===== src/rtl/imem_pkg.sv =====
// rtl/imem_pkg.sv - shared instruction-memory parameters and load sequencer state type
package imem_pkg;

    localparam int INSTR_LENGTH = 32;
    localparam int MEM_DEPTH    = 128;
    localparam int ADDR_WIDTH   = $clog2(MEM_DEPTH);

    // MEM_DEPTH expressed at load_len width so range checks stay width-exact
    localparam logic [ADDR_WIDTH:0] MEM_DEPTH_LEN = MEM_DEPTH[ADDR_WIDTH:0];

    localparam logic [INSTR_LENGTH-1:0] NOP_INSTR = 32'h00000013;

    typedef enum logic [1:0] {
        IDLE    = 2'd0,
        COLLECT = 2'd1,
        WRITE   = 2'd2,
        DONE    = 2'd3
    } state_t;

endpackage


===== src/rtl/imem_load_ctrl_if.sv =====
// rtl/imem_load_ctrl_if.sv - byte stream and imem port bundle between loader and its environment
// master: the load controller (consumes rx bytes and fetch_addr, drives the imem port)
// slave : byte source / imem / core side
//   rx_data, rx_valid, rx_ready  program byte handshake
//   fetch_addr                   core instruction fetch address
//   mem_addr, mem_we, mem_wdata  imem address and write port
interface imem_load_ctrl_if;
    import imem_pkg::*;

    logic [7:0]              rx_data;
    logic                    rx_valid;
    logic                    rx_ready;
    logic [ADDR_WIDTH-1:0]   fetch_addr;
    logic [ADDR_WIDTH-1:0]   mem_addr;
    logic                    mem_we;
    logic [INSTR_LENGTH-1:0] mem_wdata;

    modport master (
        input  rx_data, rx_valid, fetch_addr,
        output rx_ready, mem_addr, mem_we, mem_wdata
    );

    modport slave (
        output rx_data, rx_valid, fetch_addr,
        input  rx_ready, mem_addr, mem_we, mem_wdata
    );

endinterface


===== src/rtl/imem_word_packer.sv =====
// rtl/imem_word_packer.sv - packs four bytes little-endian into one instruction word
// Ports:
//   clk, rst    clock, asynchronous active-high reset
//   clear       return byte index to 0 and drop any partial word
//   byte_valid  a byte is accepted this cycle
//   byte_data   the accepted byte
//   word        assembled word; valid together with word_valid
//   word_valid  the 4th byte of a word is being accepted this cycle
module imem_word_packer
    import imem_pkg::*;
(
    input  logic                    clk,
    input  logic                    rst,
    input  logic                    clear,
    input  logic                    byte_valid,
    input  logic [7:0]              byte_data,
    output logic [INSTR_LENGTH-1:0] word,
    output logic                    word_valid
);

    logic [1:0]  idx;
    logic [23:0] low_bytes;

    always_ff @(posedge clk or posedge rst) begin
        if (rst) begin
            idx       <= 2'd0;
            low_bytes <= 24'd0;
        end else if (clear) begin
            idx       <= 2'd0;
            low_bytes <= 24'd0;
        end else if (byte_valid) begin
            // index wraps 3 -> 0 on its own, so the next word starts cleanly
            idx <= idx + 2'd1;
            case (idx)
                2'd0:    low_bytes[7:0]   <= byte_data;
                2'd1:    low_bytes[15:8]  <= byte_data;
                2'd2:    low_bytes[23:16] <= byte_data;
                default: ;
            endcase
        end
    end

    // the top byte is taken straight from the input so the word is ready
    // in the same cycle as the 4th handshake
    assign word       = {byte_data, low_bytes};
    assign word_valid = byte_valid && (idx == 2'd3);

endmodule


===== src/rtl/imem_load_ctrl.sv =====
// rtl/imem_load_ctrl.sv - run-time instruction memory loader with core stall and imem address mux
// Ports:
//   clk, rst     clock, asynchronous active-high reset
//   bus          byte stream in, fetch address in, imem address/write port out
//   load_start   one-cycle load request, honoured only in IDLE
//   load_len     words to load, sampled with load_start
//   core_hold    stall the core while a load is in progress
//   busy         any state other than IDLE
//   done         one-cycle pulse at load completion
//   err          sticky out-of-range load_len flag, cleared by the next accepted start
module imem_load_ctrl
    import imem_pkg::*;
(
    input  logic                  clk,
    input  logic                  rst,
    imem_load_ctrl_if.master      bus,
    input  logic                  load_start,
    input  logic [ADDR_WIDTH:0]   load_len,
    output logic                  core_hold,
    output logic                  busy,
    output logic                  done,
    output logic                  err
);

    state_t                  state;
    state_t                  state_n;
    logic [ADDR_WIDTH-1:0]   wptr;
    logic [ADDR_WIDTH:0]     len_q;
    logic                    err_q;
    logic                    we_q;
    logic [INSTR_LENGTH-1:0] wdata_q;

    logic                    in_idle;
    logic                    len_zero;
    logic                    len_ok;
    logic                    start_accept;
    logic                    last_word;
    logic                    byte_acc;
    logic [INSTR_LENGTH-1:0] pk_word;
    logic                    pk_word_valid;

    assign in_idle      = (state == IDLE);
    assign len_zero     = (load_len == '0);
    assign len_ok       = !len_zero && (load_len <= MEM_DEPTH_LEN);
    // a zero-length start is accepted too: it clears err and pulses done
    assign start_accept = in_idle && load_start && (len_ok || len_zero);
    assign byte_acc     = bus.rx_valid && (state == COLLECT);
    // compare at load_len width so a 128-word load ends before wptr wraps
    assign last_word    = (({1'b0, wptr} + (ADDR_WIDTH+1)'(1)) == len_q);

    imem_word_packer u_packer (
        .clk        (clk),
        .rst        (rst),
        .clear      (in_idle),
        .byte_valid (byte_acc),
        .byte_data  (bus.rx_data),
        .word       (pk_word),
        .word_valid (pk_word_valid)
    );

    always_ff @(posedge clk or posedge rst) begin
        if (rst) begin
            state <= IDLE;
        end else begin
            state <= state_n;
        end
    end

    always_comb begin
        state_n = state;
        case (state)
            IDLE: begin
                if (load_start) begin
                    if (len_zero) begin
                        state_n = DONE;
                    end else if (len_ok) begin
                        state_n = COLLECT;
                    end
                end
            end
            COLLECT: begin
                if (pk_word_valid) begin
                    state_n = WRITE;
                end
            end
            WRITE: begin
                state_n = last_word ? DONE : COLLECT;
            end
            DONE: begin
                state_n = IDLE;
            end
            default: begin
                state_n = IDLE;
            end
        endcase
    end

    always_ff @(posedge clk or posedge rst) begin
        if (rst) begin
            wptr    <= '0;
            len_q   <= '0;
            err_q   <= 1'b0;
            we_q    <= 1'b0;
            wdata_q <= '0;
        end else begin
            // mem_we is a flop that is high exactly while the FSM sits in WRITE
            we_q <= (state_n == WRITE);

            if (in_idle && load_start) begin
                err_q <= !(len_ok || len_zero);
            end

            if (start_accept) begin
                wptr  <= '0;
                len_q <= load_len;
            end else if (state == WRITE) begin
                wptr <= wptr + 1'b1;
            end

            if ((state == COLLECT) && pk_word_valid) begin
                wdata_q <= pk_word;
            end
        end
    end

    assign bus.rx_ready  = (state == COLLECT);
    assign bus.mem_addr  = in_idle ? bus.fetch_addr : wptr;
    assign bus.mem_we    = we_q;
    assign bus.mem_wdata = wdata_q;

    assign busy      = !in_idle;
    assign core_hold = !in_idle;
    assign done      = (state == DONE);
    assign err       = err_q;

endmodule


===== src/flat_wrapper.sv =====
// flat-port wrapper written by rule: the top's interface ports become plain ports
module imem_load_ctrl_flat import imem_pkg::*;
  (clk, rst, load_start, load_len, core_hold, busy, done, err, bus_rx_data, bus_rx_valid, bus_fetch_addr, bus_rx_ready, bus_mem_addr, bus_mem_we, bus_mem_wdata);
  imem_load_ctrl_if bus_i ();
  input  logic clk;
  input  logic rst;
  input  logic load_start;
  input  logic [ADDR_WIDTH:0] load_len;
  output logic core_hold;
  output logic busy;
  output logic done;
  output logic err;
  input wire logic [$bits(bus_i.rx_data)-1:0] bus_rx_data;
  input wire logic [$bits(bus_i.rx_valid)-1:0] bus_rx_valid;
  input wire logic [$bits(bus_i.fetch_addr)-1:0] bus_fetch_addr;
  output wire logic [$bits(bus_i.rx_ready)-1:0] bus_rx_ready;
  output wire logic [$bits(bus_i.mem_addr)-1:0] bus_mem_addr;
  output wire logic [$bits(bus_i.mem_we)-1:0] bus_mem_we;
  output wire logic [$bits(bus_i.mem_wdata)-1:0] bus_mem_wdata;
  assign bus_i.rx_data = bus_rx_data;
  assign bus_i.rx_valid = bus_rx_valid;
  assign bus_i.fetch_addr = bus_fetch_addr;
  assign bus_rx_ready = bus_i.rx_ready;
  assign bus_mem_addr = bus_i.mem_addr;
  assign bus_mem_we = bus_i.mem_we;
  assign bus_mem_wdata = bus_i.mem_wdata;
  imem_load_ctrl u_core (.clk(clk), .rst(rst), .bus(bus_i), .load_start(load_start), .load_len(load_len), .core_hold(core_hold), .busy(busy), .done(done), .err(err));
endmodule

===== config.mk =====
export PLATFORM = sky130hd
export DESIGN_NAME = imem_load_ctrl_flat
export DESIGN_NICKNAME = d
export VERILOG_FILES = /design/src/rtl/imem_pkg.sv /design/src/rtl/imem_load_ctrl_if.sv /design/src/rtl/imem_word_packer.sv /design/src/rtl/imem_load_ctrl.sv /design/src/flat_wrapper.sv
export SDC_FILE = /design/constraint.sdc
export NUM_CORES = 1
export LEC_CHECK = 0
export CORE_ASPECT_RATIO = 1.4
export CORE_MARGIN = 5
export CORE_UTILIZATION = 40
export DETAILED_ROUTE_END_ITERATION = 8
export GPL_TIMING_DRIVEN = 1
export PLACE_DENSITY = 0.61
export SLEW_MARGIN = 20
export SYNTH_ARGS = -nofsm -noshare
export SYNTH_HDL_FRONTEND = slang
export SYNTH_HIERARCHICAL = 1
export SYNTH_SLANG_ARGS = --single-unit

===== constraint.sdc =====
create_clock -name clk -period 2.79 [get_ports clk]
set_clock_uncertainty 0.2 [all_clocks]
set_input_delay 0.837 -clock clk [delete_from_list [all_inputs] [get_ports clk]]
set_output_delay 0.837 -clock clk [all_outputs]
set_load 0.005 [all_outputs]

### Word level (Yosys, flattened, before mapping)

Cells that the tools add are included.

| operators by class | value |
|---|---|
| reductions and logical operators | 21 |
| magnitude comparators | 1 |
| muxes and demuxes | 16 |
| eq/ne operators | 8 |
| $add $sub $neg | 3 |

Operators by type and width:

| kind | count |
|---|---|
| 24-bit two-way mux | 2 |
| 8-bit two-way mux | 3 |
| 7-bit two-way mux | 3 |
| 2-bit two-way mux | 7 |
| 2-bit == test, second input constant | 5 |
| 2-bit nonzero test | 5 |
| 7-bit by 1-bit adder with 8-bit output, second input constant | 1 |
| 8-bit == test | 1 |
| 8-bit less-or-equal comparator, second input constant | 1 |
| 8-bit zero test | 1 |
| 2-bit one-hot mux with 4 select lines | 1 |
| 7-bit by 1-bit adder with 7-bit output, second input constant | 1 |
| 1-bit logical AND | 6 |
| 2-bit AND reduction | 3 |
| 2-bit by 1-bit == test with 1-bit output, second input constant | 2 |
| 2-bit zero test | 2 |
| 1-bit zero test | 3 |
| 2-bit by 1-bit adder with 2-bit output, second input constant | 1 |
| 1-bit logical OR | 1 |

| storage, ports and cells | value |
|---|---|
| bits of input ports | 27 |
| output and inout port bits | 45 |
| bits in registers | 77 |
| word-level logic and storage cells | 59 |

### Longest topological paths before layout

Gate-level depths: netlist (run 1).

| logic depth | value |
|---|---|
| depth in word-level cells | 8 |
| depth in mapped cells | 9 |
| mapped depth without buffers | 7 |

### Cells and area by module

The synthesis (run 1) kept the hierarchy.

By module, submodules not included:

| module | cells an instance | area an instance (µm²) | instances | seq. area each (µm²) |
|---|---|---|---|---|
| imem_load_ctrl | 193 | 2338.5 | 1 | 1276.2 |
| imem_word_packer | 113 | 1322.5 | 1 | 650.6 |

### Worst setup path before layout (run 1)

OpenSTA, ideal clock, no wires.

| timing | value |
|---|---|
| path type | input port to flip-flop |
| start point | input port bus_rx_valid |
| end point | register u_core.wdata_q[0], in the netlist u_core/bus.mem_wdata[0] |
| setup slack | 553 ps |
| arrival time | 1912 ps |
| library setup time | 125 ps |
| buffers on the path | 2 |
| cell stages on the path | 6 |
| data required time | 2465 ps |
| cells stage by stage | and2_1 buf_6 and2_1 nand2_1 buf_4 mux2_2 |

| on the way | value |
|---|---|
| word-level cells in the longest chain between the ends | 3 |

RTL lines:

| item | line | text |
|---|---|---|
| start: declaration | flat_wrapper.sv:14 | `input wire logic [$bits(bus_i.rx_valid)-1:0] bus_rx_valid;` |
| 1-bit logical AND | imem_load_ctrl.sv:47 | `assign byte_acc = bus.rx_valid && (state == COLLECT);` |
| 1-bit logical AND | imem_word_packer.sv:46 | `assign word_valid = byte_valid && (idx == 2'd3);` |
| via u_core.pk_word_valid | imem_load_ctrl.sv:40 | `logic pk_word_valid;` |
| 1-bit logical AND | imem_load_ctrl.sv:120 | `if ((state == COLLECT) && pk_word_valid) begin` |
| end signal: assignment | imem_load_ctrl.sv:121 | `wdata_q <= pk_word;` |
| end: declaration | imem_load_ctrl.sv:31 | `logic [INSTR_LENGTH-1:0] wdata_q;` |

The timed path passes the listed nets, and every way through them passes these cells.
A chain may end at the register's enable or synchronous reset.

### Worst setup path in the final report (run 1)

| timing | value |
|---|---|
| start point | input port bus_fetch_addr[0] |
| end point | output port bus_mem_addr[0] |

| on the way | value |
|---|---|
| word-level cells in the longest chain between the ends | 1 |

RTL lines:

| item | line | text |
|---|---|---|
| start: declaration | flat_wrapper.sv:15 | `input wire logic [$bits(bus_i.fetch_addr)-1:0] bus_fetch_addr;` |
| 7-bit two-way mux | imem_load_ctrl.sv:127 | `assign bus.mem_addr = in_idle ? bus.fetch_addr : wptr;` |
| end: declaration | flat_wrapper.sv:17 | `output wire logic [$bits(bus_i.mem_addr)-1:0] bus_mem_addr;` |

Every way passes these cells.

==> run summary, run 1 <==
Hold buffers post-CTS = 0
Pwr Total = 4.34 mW
Status = complete, no violations
Design area = 4750 µm²
Core area = 8980 µm²
Share of layout cells above drive strength 1 = 20.2%
Worst path slowest cell = clkdlybuf4s50_1
Top cells by area, synth = dfrtp_1, mux2_2, mux2i_1
# rows = 41
CTS tree = yes
Static Leak = 2.25 nW
Root buffer cell = clkbuf_16
Critical Path, Cell by Cell = clkdlybuf4s50_1, mux2_2, clkdlybuf4s15_1
DRT Pass-1 Iters = 4
Final setup viols = 0
DR WL/cell = 15.7 µm
Post-Syn Nets = 338
Unrepaired setup endpoints after global routing = no
Clock tree sinks = 77
Sequential fraction of the synthesis area = 52.6%
Vias = 2,336
Crit-path max FO = 1
Mapped cell area = 3660 µm²
Initial core utilization = 40.8%
Mean area per synthesized cell = 12.0 µm²
Synth Warn # = 6
Via density = 4.83
Final ANT Viol Nets = 0
Placed cell area = 4420 µm²
Synth area leader = dfrtp_1
Final Hold Violating Endpoints = 0
WL final = 7600 µm
Actual slew at the worst max-slew pin = 554 ps
Number of global-route vias before repair = 2,463
Max VDD drop = 0.000465 V
Largest net degree at the start of global routing = 52
Filler cell count = 795
Hpwl dp = 5400 µm
CP startpoint kind = input pin
Relative slew slack = 63.0%
Port bufs = 71
Tot GR Track Use = 14.4%
DIE HEIGHT = 123 µm
Slew Limit Fails = 0
Max-cap violations = 0
Final #Nets = 405
DRC = 0
CP endpoint kind = output port
FFs w/ async S/R, synth = 100%
Post-synthesis register bit count = 77
Reg2Reg Setup Slack = 730 ps
Synth Flop Type = dfrtp_1
HP Class = flop to flop
Part of the cycle the worst path needs = 98.3%
WS Path Type = input pin to output port
Clock buffer count from CTS = 9
Die Span X = 90.9 µm
N_diodes = 0
Synth cell types = 37
Routability Congestion = 0.766
H-tree levels = 3
Worst Path Required = 1750 ps
Critical Path AT = 1710 ps
F_max = 364 MHz
I/O pins = 72
Post-layout min period = 2740 ps
Initial antenna violation count = 0
Area added between synthesis and finish = 29.8%
Clock-pin slew on the worst setup and hold paths = 50 ps
Yosys top cell area share = 52.6%
Slowest cell delay on critical path = 400 ps
Worst skew pair latency = 330 ps
Synthesized instance count = 306
DRT iter0 DRCs = 97
EDFF count, synth = 0
Power density over cell area = 914 nW/µm²
CTS max path bufs = 2
First-pass GRT wire length = 12,600 µm
Grt ovf = 0
Full die area = 11,200 µm²
through the flow:
step | setup WS (ps) | hold WS [ps] | TNS (ps) | instances | utilization, %
after floorplan | 523 | 263 | 0 | 306 | -
after global placement | -250 | 279 | -1290 | 469 | 49.3
after detailed placement | -246 | 283 | -1360 | 469 | 49.3
after CTS | 0.0103 | 296 | 0 | 484 | 52.7
after global routing | 15.3 | 313 | 0 | 484 | 52.9
final | 46.2 | 289 | 0 | 484 | 52.9
layer usage:
| metal | share of wire, % | GRT usage, % |
|---|---|---|
| met4 | 2.1 | 7.98 |
| met5 | 0 | 0 |
| met3 | 4.7 | 2.74 |
| met1 | 41 | 17.0 |
| met2 | 53 | 24.7 |
cell usage in the layout (no fill, tap or decap), types with 2 or more instances in the layout:
master,n
buf_4,4
mux2_2,40
a21oi_1,4
ha_1,5
and2_1,3
buf_12,2
bufinv_16,2
and2_4,2
clkbuf_16,9
inv_1,6
dfrtp_1,77
nand2b_1,32
clkinvlp_4,2
nor2_1,13
clkdlybuf4s15_1,6
nand3_1,4
nand2_1,32
o21ai_0,2
xnor2_1,8
clkdlybuf4s50_1,63
nor4_2,2
nor3_1,2
mux2i_1,27
xor2_1,6
cell usage after synthesis, drive strengths merged, types with 2 or more instances:
master and instances:
nand2 33, mux2 41, nand2b 32, dfrtp 77, inv 7, nor2 15
o21ai 2, mux2i 27, buf 21, nor3 2, xor2 6, nand3 4
and2 5, xnor2 8, a21oi 4, ha 5, clkbuf 2, nor4 3
cell type report:
class                           instances  area [µm²]  share of cell area (%)
Clock buffer                            9         225                    4.74
Clock inverter                          6        88.8                    1.87
Inverter                                7        26.3                   0.553
Multi-Input combinational cell        199        1550                    32.5
Sequential cell                        77        1930                    40.5
Tap cell                              107         134                    2.82
Timing Repair Buffer                   79         807                    17.0
kinds of logic after synthesis:
group / share of synthesized area, %
xor+xnor: 3.35
compound gates: 2.39
simple gates: 14.5
fa+ha+maj: 1.71
flops: 52.6
mux: 20.1
buf+inv: 5.37
where the power goes:
group / switching [mW] / total, mW / internal (mW) / leakage (nW)
sequential: 0.229 / 1.69 / 1.47 / 1.03
combinational: 0.559 / 1.42 / 0.865 / 1.07
clock: 0.448 / 1.23 / 0.777 / 0.147
total: 1.24 / 4.34 / 3.11 / 2.25
final timing paths:
kind | from | to | cells past startpoint
max | bus_fetch_addr[0] | bus_mem_addr[0] | 3
min | u_core/len_q[5] | u_core/len_q[5] | 2
max in group asynchronous | rst | u_core/u_packer/low_bytes[3] | 3
min in group asynchronous | rst | u_core/bus.mem_wdata[14] | 3
min reg2reg | u_core/len_q[5] | u_core/len_q[5] | 2
max reg2reg | u_core/state[0] | u_core/bus.mem_wdata[16] | 6
registers in the layout, summed over array words and instances (netlist names):
| name | flops |
|---|---|
| u_core/wptr | 7 |
| u_core/bus.mem_wdata | 32 |
| u_core/state | 2 |
| u_core/u_packer/low_bytes | 24 |
| u_core/u_packer/idx | 2 |
| u_core/err | 1 |
| u_core/bus.mem_we | 1 |
| u_core/len_q | 8 |
worst max-delay path: cells and delay by family:
family,cells,cell delay [ps]
buf+inv,2,600
mux,1,260
timing repair:
action	CTS	global route
setup buffers	0	0
endpoints found under the setup margin	7	6
gates resized for setup	12	8
Note: power is estimated with default switching activity, not from simulation.
==> inputs of run 2 (changes only) <==
--- a/config.mk
+++ b/config.mk
@@ -5,14 +5,15 @@
 export SDC_FILE = /design/constraint.sdc
 export NUM_CORES = 1
 export LEC_CHECK = 0
+export ABC_CLOCK_PERIOD_IN_PS = 2790
 export CORE_ASPECT_RATIO = 1.4
 export CORE_MARGIN = 5
 export CORE_UTILIZATION = 40
 export DETAILED_ROUTE_END_ITERATION = 8
 export GPL_TIMING_DRIVEN = 1
-export PLACE_DENSITY = 0.61
+export PLACE_DENSITY = 0.62
+export REMOVE_ABC_BUFFERS = 1
 export SLEW_MARGIN = 20
 export SYNTH_ARGS = -nofsm -noshare
 export SYNTH_HDL_FRONTEND = slang
-export SYNTH_HIERARCHICAL = 1
 export SYNTH_SLANG_ARGS = --single-unit
==> run summary, run 2 <==
Part of the power in the clock network = 25.8% (-2.4 points)
Top cells by area, synth = dfrtp_1, mux2_4, mux2_2
Crit-path max FO = 1 (unchanged)
# rows = 40 (-2.4%)
Highest Signal Layer = met4
Actual slew at the worst max-slew pin = 405 ps (-149 ps)
Sw frac = 29.0% (+0.53 points)
Root buffer cell = clkbuf_16
F_max = 365 MHz (+0.12%)
Reg2Reg Setup Slack = 780 ps (+50 ps)
Flop pwr share = 39.4% (+0.4 points)
Final Hold Violating Endpoints = 0 (unchanged)
Static Leak = 2.19 nW (-2.6%)
Full die area = 10,900 µm² (-2.4%)
Switching power = 1.32 mW (+6.6%)
Power density over cell area = 978 nW/µm² (+7.0%)
Cell with the most instances after synthesis = dfrtp_1
Critical Path AT = 1700 ps (about the same)
Mapped cell area = 3560 µm² (-2.7%)
Int Power = 3.23 mW (+3.8%)
Area added between synthesis and finish = 30.4%
Core area = 8660 µm² (-3.6%)
Hold path start = u_core.u_packer.low_bytes[11]
N_diodes = 0 (unchanged)
Yosys top cell area share = 54.1% (+1.4 points)
Setup ws final = 49.4 ps (+3.20 ps)
Clock tree sinks = 77 (unchanged)
Worst skew pair latency = 330 ps (about the same)
CP startpoint kind = input pin
Unrepaired setup endpoints after global routing = no
FF-to-FF End = u_core.len_q[0]
Commonest non-fill, non-tap cells in the layout = dfrtp_1, clkdlybuf4s50_1, nand2_1
FF-to-FF Start = u_core.state[0]
DRT Pass-1 Iters = 4 (unchanged)
Port bufs = 71 (unchanged)
Worst Path Required = 1750 ps (about the same)
Placed cell count = 466 (-0.64%)
Max reg flops = 32 (unchanged)
Number of global-route vias before repair = 2,458 (-0.20%)
Clock buffer count from CTS = 9 (unchanged)
Final #Nets = 404 (-0.25%)
H-tree levels = 3 (unchanged)
Final ANT Viol Nets = 0 (unchanged)
Relative slew slack = 73.0% (+10 points)
Synth Warn # = 0 (-6)
Clock-pin slew on the worst setup and hold paths = 60 ps (about the same)
Part of the cycle the worst path needs = 98.2% (-0.11 points)
Status = complete, no violations
DRT iter0 DRCs = 83 (-14%)
Via density = 4.99 (+3.4%)
WL final = 7450 µm (-2.0%)
Commonest cells in the netlist = dfrtp_1, nand2_1, mux2_4, a21oi_1, mux2_2
Slew Limit Fails = 0 (unchanged)
Share of layout cells above drive strength 1 = 20.4% (+0.27 points)
Routability Congestion = 0.763 (-0.35%)
Place WS = -235 ps (+11.1 ps)
Tot GR Track Use = 14.3% (-0.15 points)
DRC = 0 (unchanged)
Fin cells = 482 (-0.41%)
Filler cell count = 791 (-0.50%)
Sequential fraction of the synthesis area = 54.1% (+1.4 points)
Mean area per synthesized cell = 12.0 µm² (+0.28%)
Die Span X = 89.8 µm (-1.2%)
WS Path Type = input pin to output port
DR WL/cell = 15.5 µm (-1.6%)
Initial core utilization = 41.2% (+0.38 points)
DIE HEIGHT = 122 µm (-1.2%)
Max VDD drop = 0.000579 V (+25%)
Synth cell types = 42 (+14%)
Hpwl dp = 5300 µm (-1.7%)
Vias = 2,405 (+3.0%)
WL met1 = 3080 µm (-0.19%)
HP Class = flop to flop
FFs w/ async S/R, synth = 100% (unchanged)
First-pass GRT wire length = 12,500 µm (-0.33%)
Largest net degree at the start of global routing = 78 (+50%)
CP endpoint kind = output port
Synthesized instance count = 297 (-2.9%)
Grt ovf = 0 (unchanged)
Max-cap violations = 0 (unchanged)
EDFF count, synth = 0 (unchanged)
Hold Path Depth = 1 (-1)
CTS max path bufs = 2 (unchanged)
Post-synthesis register bit count = 77 (unchanged)
R2R depth = 5 (-1)
Metal3 WL = 485 µm (+35%)
Final setup viols = 0 (unchanged)
Leading cell type in the layout, fill and taps excluded = dfrtp_1
Initial antenna violation count = 0 (unchanged)
Met2 wire len = 3780 µm (-5.2%)
Synth Flop Type = dfrtp_1
CTS tree = yes
Logic pwr share = 34.9% (+2.1 points)
Post-layout min period = 2740 ps (-3.20 ps)
Synth area leader = dfrtp_1
Min-Delay Endpoint = u_core.bus.mem_wdata[11]
I/O pins = 72 (unchanged)
==> run 2: cell types whose count changed after synthesis, sizes merged, moves of 4 or more <==
| cell | before | now |
|---|---|---|
| nor2 | 15 | 11 |
| buf | 21 | 12 |
| o21ai | 2 | 6 |
| a21oi | 4 | 27 |
| nand2b | 32 | 2 |
| nand2 | 33 | 58 |
| mux2i | 27 | 2 |
| and3 | 0 | 6 |
| mux2 | 41 | 46 |
==> run 2: power groups by stage <==
stage	registers [mW]	clock network, mW	logic, mW
final	1.79	1.17	1.58
after global routing	1.85	1.24	1.75
after CTS	1.80	1.19	1.61
after detailed placement	1.82	0	1.62
after global placement	1.80	0	1.60
after floorplan	1.77	0	0.890
==> run 2: worst max path at each step <==
stage                       from  slack (ps)  depth (start not counted)                 endpoint
3_5_place_dp   bus_fetch_addr[3]        -230                          3          bus_mem_addr[3]
6_report       bus_fetch_addr[6]          50                          3          bus_mem_addr[6]
2_1_floorplan                rst        -210                          1  u_core.bus.mem_wdata[0]
5_1_grt        bus_fetch_addr[6]          10                          3          bus_mem_addr[6]
3_3_place_gp   bus_fetch_addr[3]        -250                          3          bus_mem_addr[3]
4_1_cts        bus_fetch_addr[3]          -4                          3          bus_mem_addr[3]
==> run 2: logic make-up after synthesis <==
family	synth area share [%]
adders and majority gates	1.76
xor gates and xnor gates	3.20
AOI/OAI and AO/OA	6.32
buffers and inverters	4.04
and+or+nand+nor	12.7
muxes	17.9
DFF	54.1
==> run 2: per-stage QoR <==
step / utilization, % / cell area [µm²] / TNS (ps) / hold slack [ps] / total power [mW]
floorplan: - / 3440 / -16450 / 281 / 2.66
global placement: 50.2 / 4350 / -1330 / 285 / 3.40
detailed placement: 50.2 / 4350 / -1380 / 292 / 3.44
CTS: 53.7 / 4650 / -4.21 / 305 / 4.60
global route: 53.7 / 4650 / 0 / 309 / 4.85
finish: 53.7 / 4650 / 0 / 300 / 4.54
==> run 2: repair_timing <==
action | CTS | global route
endpoints found under the setup margin | 7 | 5
gates cloned | 0 | 0
hold buffers | 0 | 0
setup buffers | 0 | 0
resized for setup | 11 | 6
==> run 2: area by class of cell <==
| class | instances | area (µm²) | area share, % |
|---|---|---|---|
| clock buffer | 11 | 243 | 5.22 |
| clock inverter | 5 | 60.1 | 1.29 |
| inverter | 6 | 22.5 | 0.485 |
| multi-input combinational | 200 | 1490 | 32.1 |
| sequential | 77 | 1930 | 41.5 |
| tap | 105 | 131 | 2.83 |
| timing repair buffer | 78 | 769 | 16.6 |
==> run 2: critical path, cell delays in order <==
cell and delay [ps]:
clkdlybuf4s50_1 390, mux2_2 260, clkdlybuf4s15_1 210
==> run 2: routing by layer <==
metal / up-vias / global-route usage [%]
met4: 0 / 5.95
met5: - / 0
met1: 1170 / 16.7
met2: 68 / 24.5
met3: 8 / 3.89
li1: 1159 / -
==> inputs of run 3 (changes only) <==
--- a/config.mk
+++ b/config.mk
@@ -11,9 +11,10 @@
 export CORE_UTILIZATION = 40
 export DETAILED_ROUTE_END_ITERATION = 8
 export GPL_TIMING_DRIVEN = 1
-export PLACE_DENSITY = 0.62
+export PLACE_DENSITY = 0.61
 export REMOVE_ABC_BUFFERS = 1
 export SLEW_MARGIN = 20
 export SYNTH_ARGS = -nofsm -noshare
 export SYNTH_HDL_FRONTEND = slang
+export SYNTH_HIERARCHICAL = 1
 export SYNTH_SLANG_ARGS = --single-unit
==> run summary, run 3 (same netlist as run 1, synthesis figures left out) <==
Grt ovf = 0 (unchanged)
Worst path slowest cell = clkdlybuf4s50_1
Hpwl dp = 5350 µm (+0.90%)
Die Span X = 90.9 µm (+1.2%)
Port bufs = 71 (unchanged)
Core area = 8980 µm² (+3.7%)
Full die area = 11,200 µm² (+2.5%)
Unrepaired setup endpoints after global routing = no
Hold WS = 293 ps (-7.15 ps)
N_diodes = 0 (unchanged)
Max-cap violations = 0 (unchanged)
Power density over cell area = 913 nW/µm² (-6.7%)
# rows = 41 (+2.5%)
Critical Path, Cell by Cell = clkdlybuf4s50_1, mux2_2, clkdlybuf4s15_1
CTS tree = yes
F_max = 363 MHz (-0.56%)
First-pass GRT wire length = 12,100 µm (-3.6%)
DRT iter0 DRCs = 74 (-11%)
Max reg flops = 32 (unchanged)
Area added between synthesis and finish = 30.1%
Initial antenna violation count = 0 (unchanged)
Status = complete, no violations
Filler cell count = 808 (+2.1%)
Post-layout min period = 2760 ps (+15.3 ps)
Register Area = 1930 µm² (unchanged)
Crit-path max FO = 1 (unchanged)
Routability Congestion = 0.755 (-1.1%)
Number of global-route vias before repair = 2,438 (-0.81%)
Initial core utilization = 40.8% (-0.38 points)
Relative slew slack = 65.6% (-7.4 points)
Setup Fix Bufs, Post-CTS = 0 (unchanged)
Worst skew pair latency = 330 ps (about the same)
Commonest non-fill, non-tap cells in the layout = dfrtp_1, clkdlybuf4s50_1, mux2_2
Max VDD drop = 0.000526 V (-9.2%)
Root buffer cell = clkbuf_16
CTS max path bufs = 2 (unchanged)
CP startpoint kind = input pin
Tot GR Track Use = 13.9% (-0.37 points)
Static Leak = 2.27 nW (+3.3%)
Setup ws final = 34.1 ps (-15.3 ps)
Part of the cycle the worst path needs = 98.8% (+0.55 points)
Worst Path Required = 1750 ps (about the same)
CP endpoint kind = output port
DRT Pass-1 Iters = 4 (unchanged)
Slowest cell delay on critical path = 390 ps (about the same)
Place WS = -199 ps (+35.6 ps)
Actual slew at the worst max-slew pin = 515 ps (+110 ps)
WS Path Type = input pin to output port
DIE HEIGHT = 123 µm (+1.2%)
I/O pins = 72 (unchanged)
Leading cell type in the layout, fill and taps excluded = dfrtp_1
Share of layout cells above drive strength 1 = 20.1% (-0.32 points)
Final #Nets = 407 (+0.74%)
Final ANT Viol Nets = 0 (unchanged)
Setup_tns = 0 ps (unchanged)
HP Class = flop to flop
Critical Path AT = 1720 ps (+20 ps)
Slew Limit Fails = 0 (unchanged)
Hold buffers post-CTS = 0 (unchanged)
Clock buffer count from CTS = 9 (unchanged)
Final Hold Violating Endpoints = 0 (unchanged)
Multi-input logic area = 1550 µm² (+3.5%)
DR WL/cell = 15.2 µm (-1.6%)
Via density = 4.87 (-2.4%)
WL final = 7380 µm (-0.95%)
H-tree levels = 3 (unchanged)
Clock-pin slew on the worst setup and hold paths = 50 ps (about the same)
Largest net degree at the start of global routing = 33 (-58%)
Clock tree sinks = 77 (unchanged)
DRC = 0 (unchanged)
Final setup viols = 0 (unchanged)
Vias = 2,361 (-1.8%)
==> run 3: changes by cell type in the layout (fill, tap and decap cells not counted), moves of 4 or more <==
cell | previous run | this run
a21oi_1 | 26 | 4
nand2_1 | 56 | 32
nand2b_1 | 2 | 32
mux2i_1 | 2 | 27
mux2_4 | 27 | 1
mux2_2 | 19 | 40
and3_1 | 6 | 0
o21ai_0 | 6 | 2
==> run 3: final timing paths <==
| kind | cells past startpoint | startpoint | end | slack (ps) |
|---|---|---|---|---|
| max | 3 | bus_fetch_addr[3] | bus_mem_addr[3] | 30 |
| min | 2 | u_core/len_q[0] | u_core/len_q[0] | 290 |
| max reg2reg | 6 | u_core/state[1] | u_core/bus.mem_wdata[22] | 730 |
| min reg2reg | 2 | u_core/len_q[0] | u_core/len_q[0] | 290 |
| max in group asynchronous | 3 | rst | u_core/wptr[3] | 1360 |
| min in group asynchronous | 3 | rst | u_core/bus.mem_wdata[23] | 700 |
==> run 3: layer usage <==
layer / track usage, % / vias to the layer above / routed length (µm)
met5: 0 / - / 0
met4: 7.16 / 0 / 140
met3: 3.23 / 10 / 301
met2: 24.8 / 50 / 3950
met1: 15.4 / 1152 / 2980
li1: - / 1149 / -
==> run 3: per-stage QoR <==
step | util (%) | power (mW) | cells | instance area (µm²)
2_1_floorplan | - | 2.46 | 283 | 3490
3_3_place_gp | 49.4 | 3.14 | 471 | 4440
3_5_place_dp | 49.4 | 3.17 | 471 | 4440
4_1_cts | 52.9 | 4.42 | 485 | 4750
5_1_grt | 53.1 | 4.61 | 485 | 4760
6_report | 53.1 | 4.35 | 485 | 4760
==> run 3: power breakdown <==
group	total (mW)	switching (mW)	internal [mW]
Sequential	1.70	0.234	1.47
Clock	1.23	0.430	0.797
Combinational	1.42	0.544	0.876
==> run 3: final cells by class <==
class	instances	area share (%)
inverters	7	0.552
flip-flops and latches	77	40.5
repair buffers	81	17.2
clock buffers	10	5.02
well taps	107	2.81
multi-input cells	199	32.4
clock inverters	4	1.55
==> run 3: repair_timing <==
item                       CTS  global route
gates cloned                 0             0
resized for setup           11             6
setup endpoints to repair    9             8
==> run 3: worst max-delay path, delay by kind of cell <==
kind,cells,cell delay [ps]
buffers and inverters,2,600
muxes,1,280
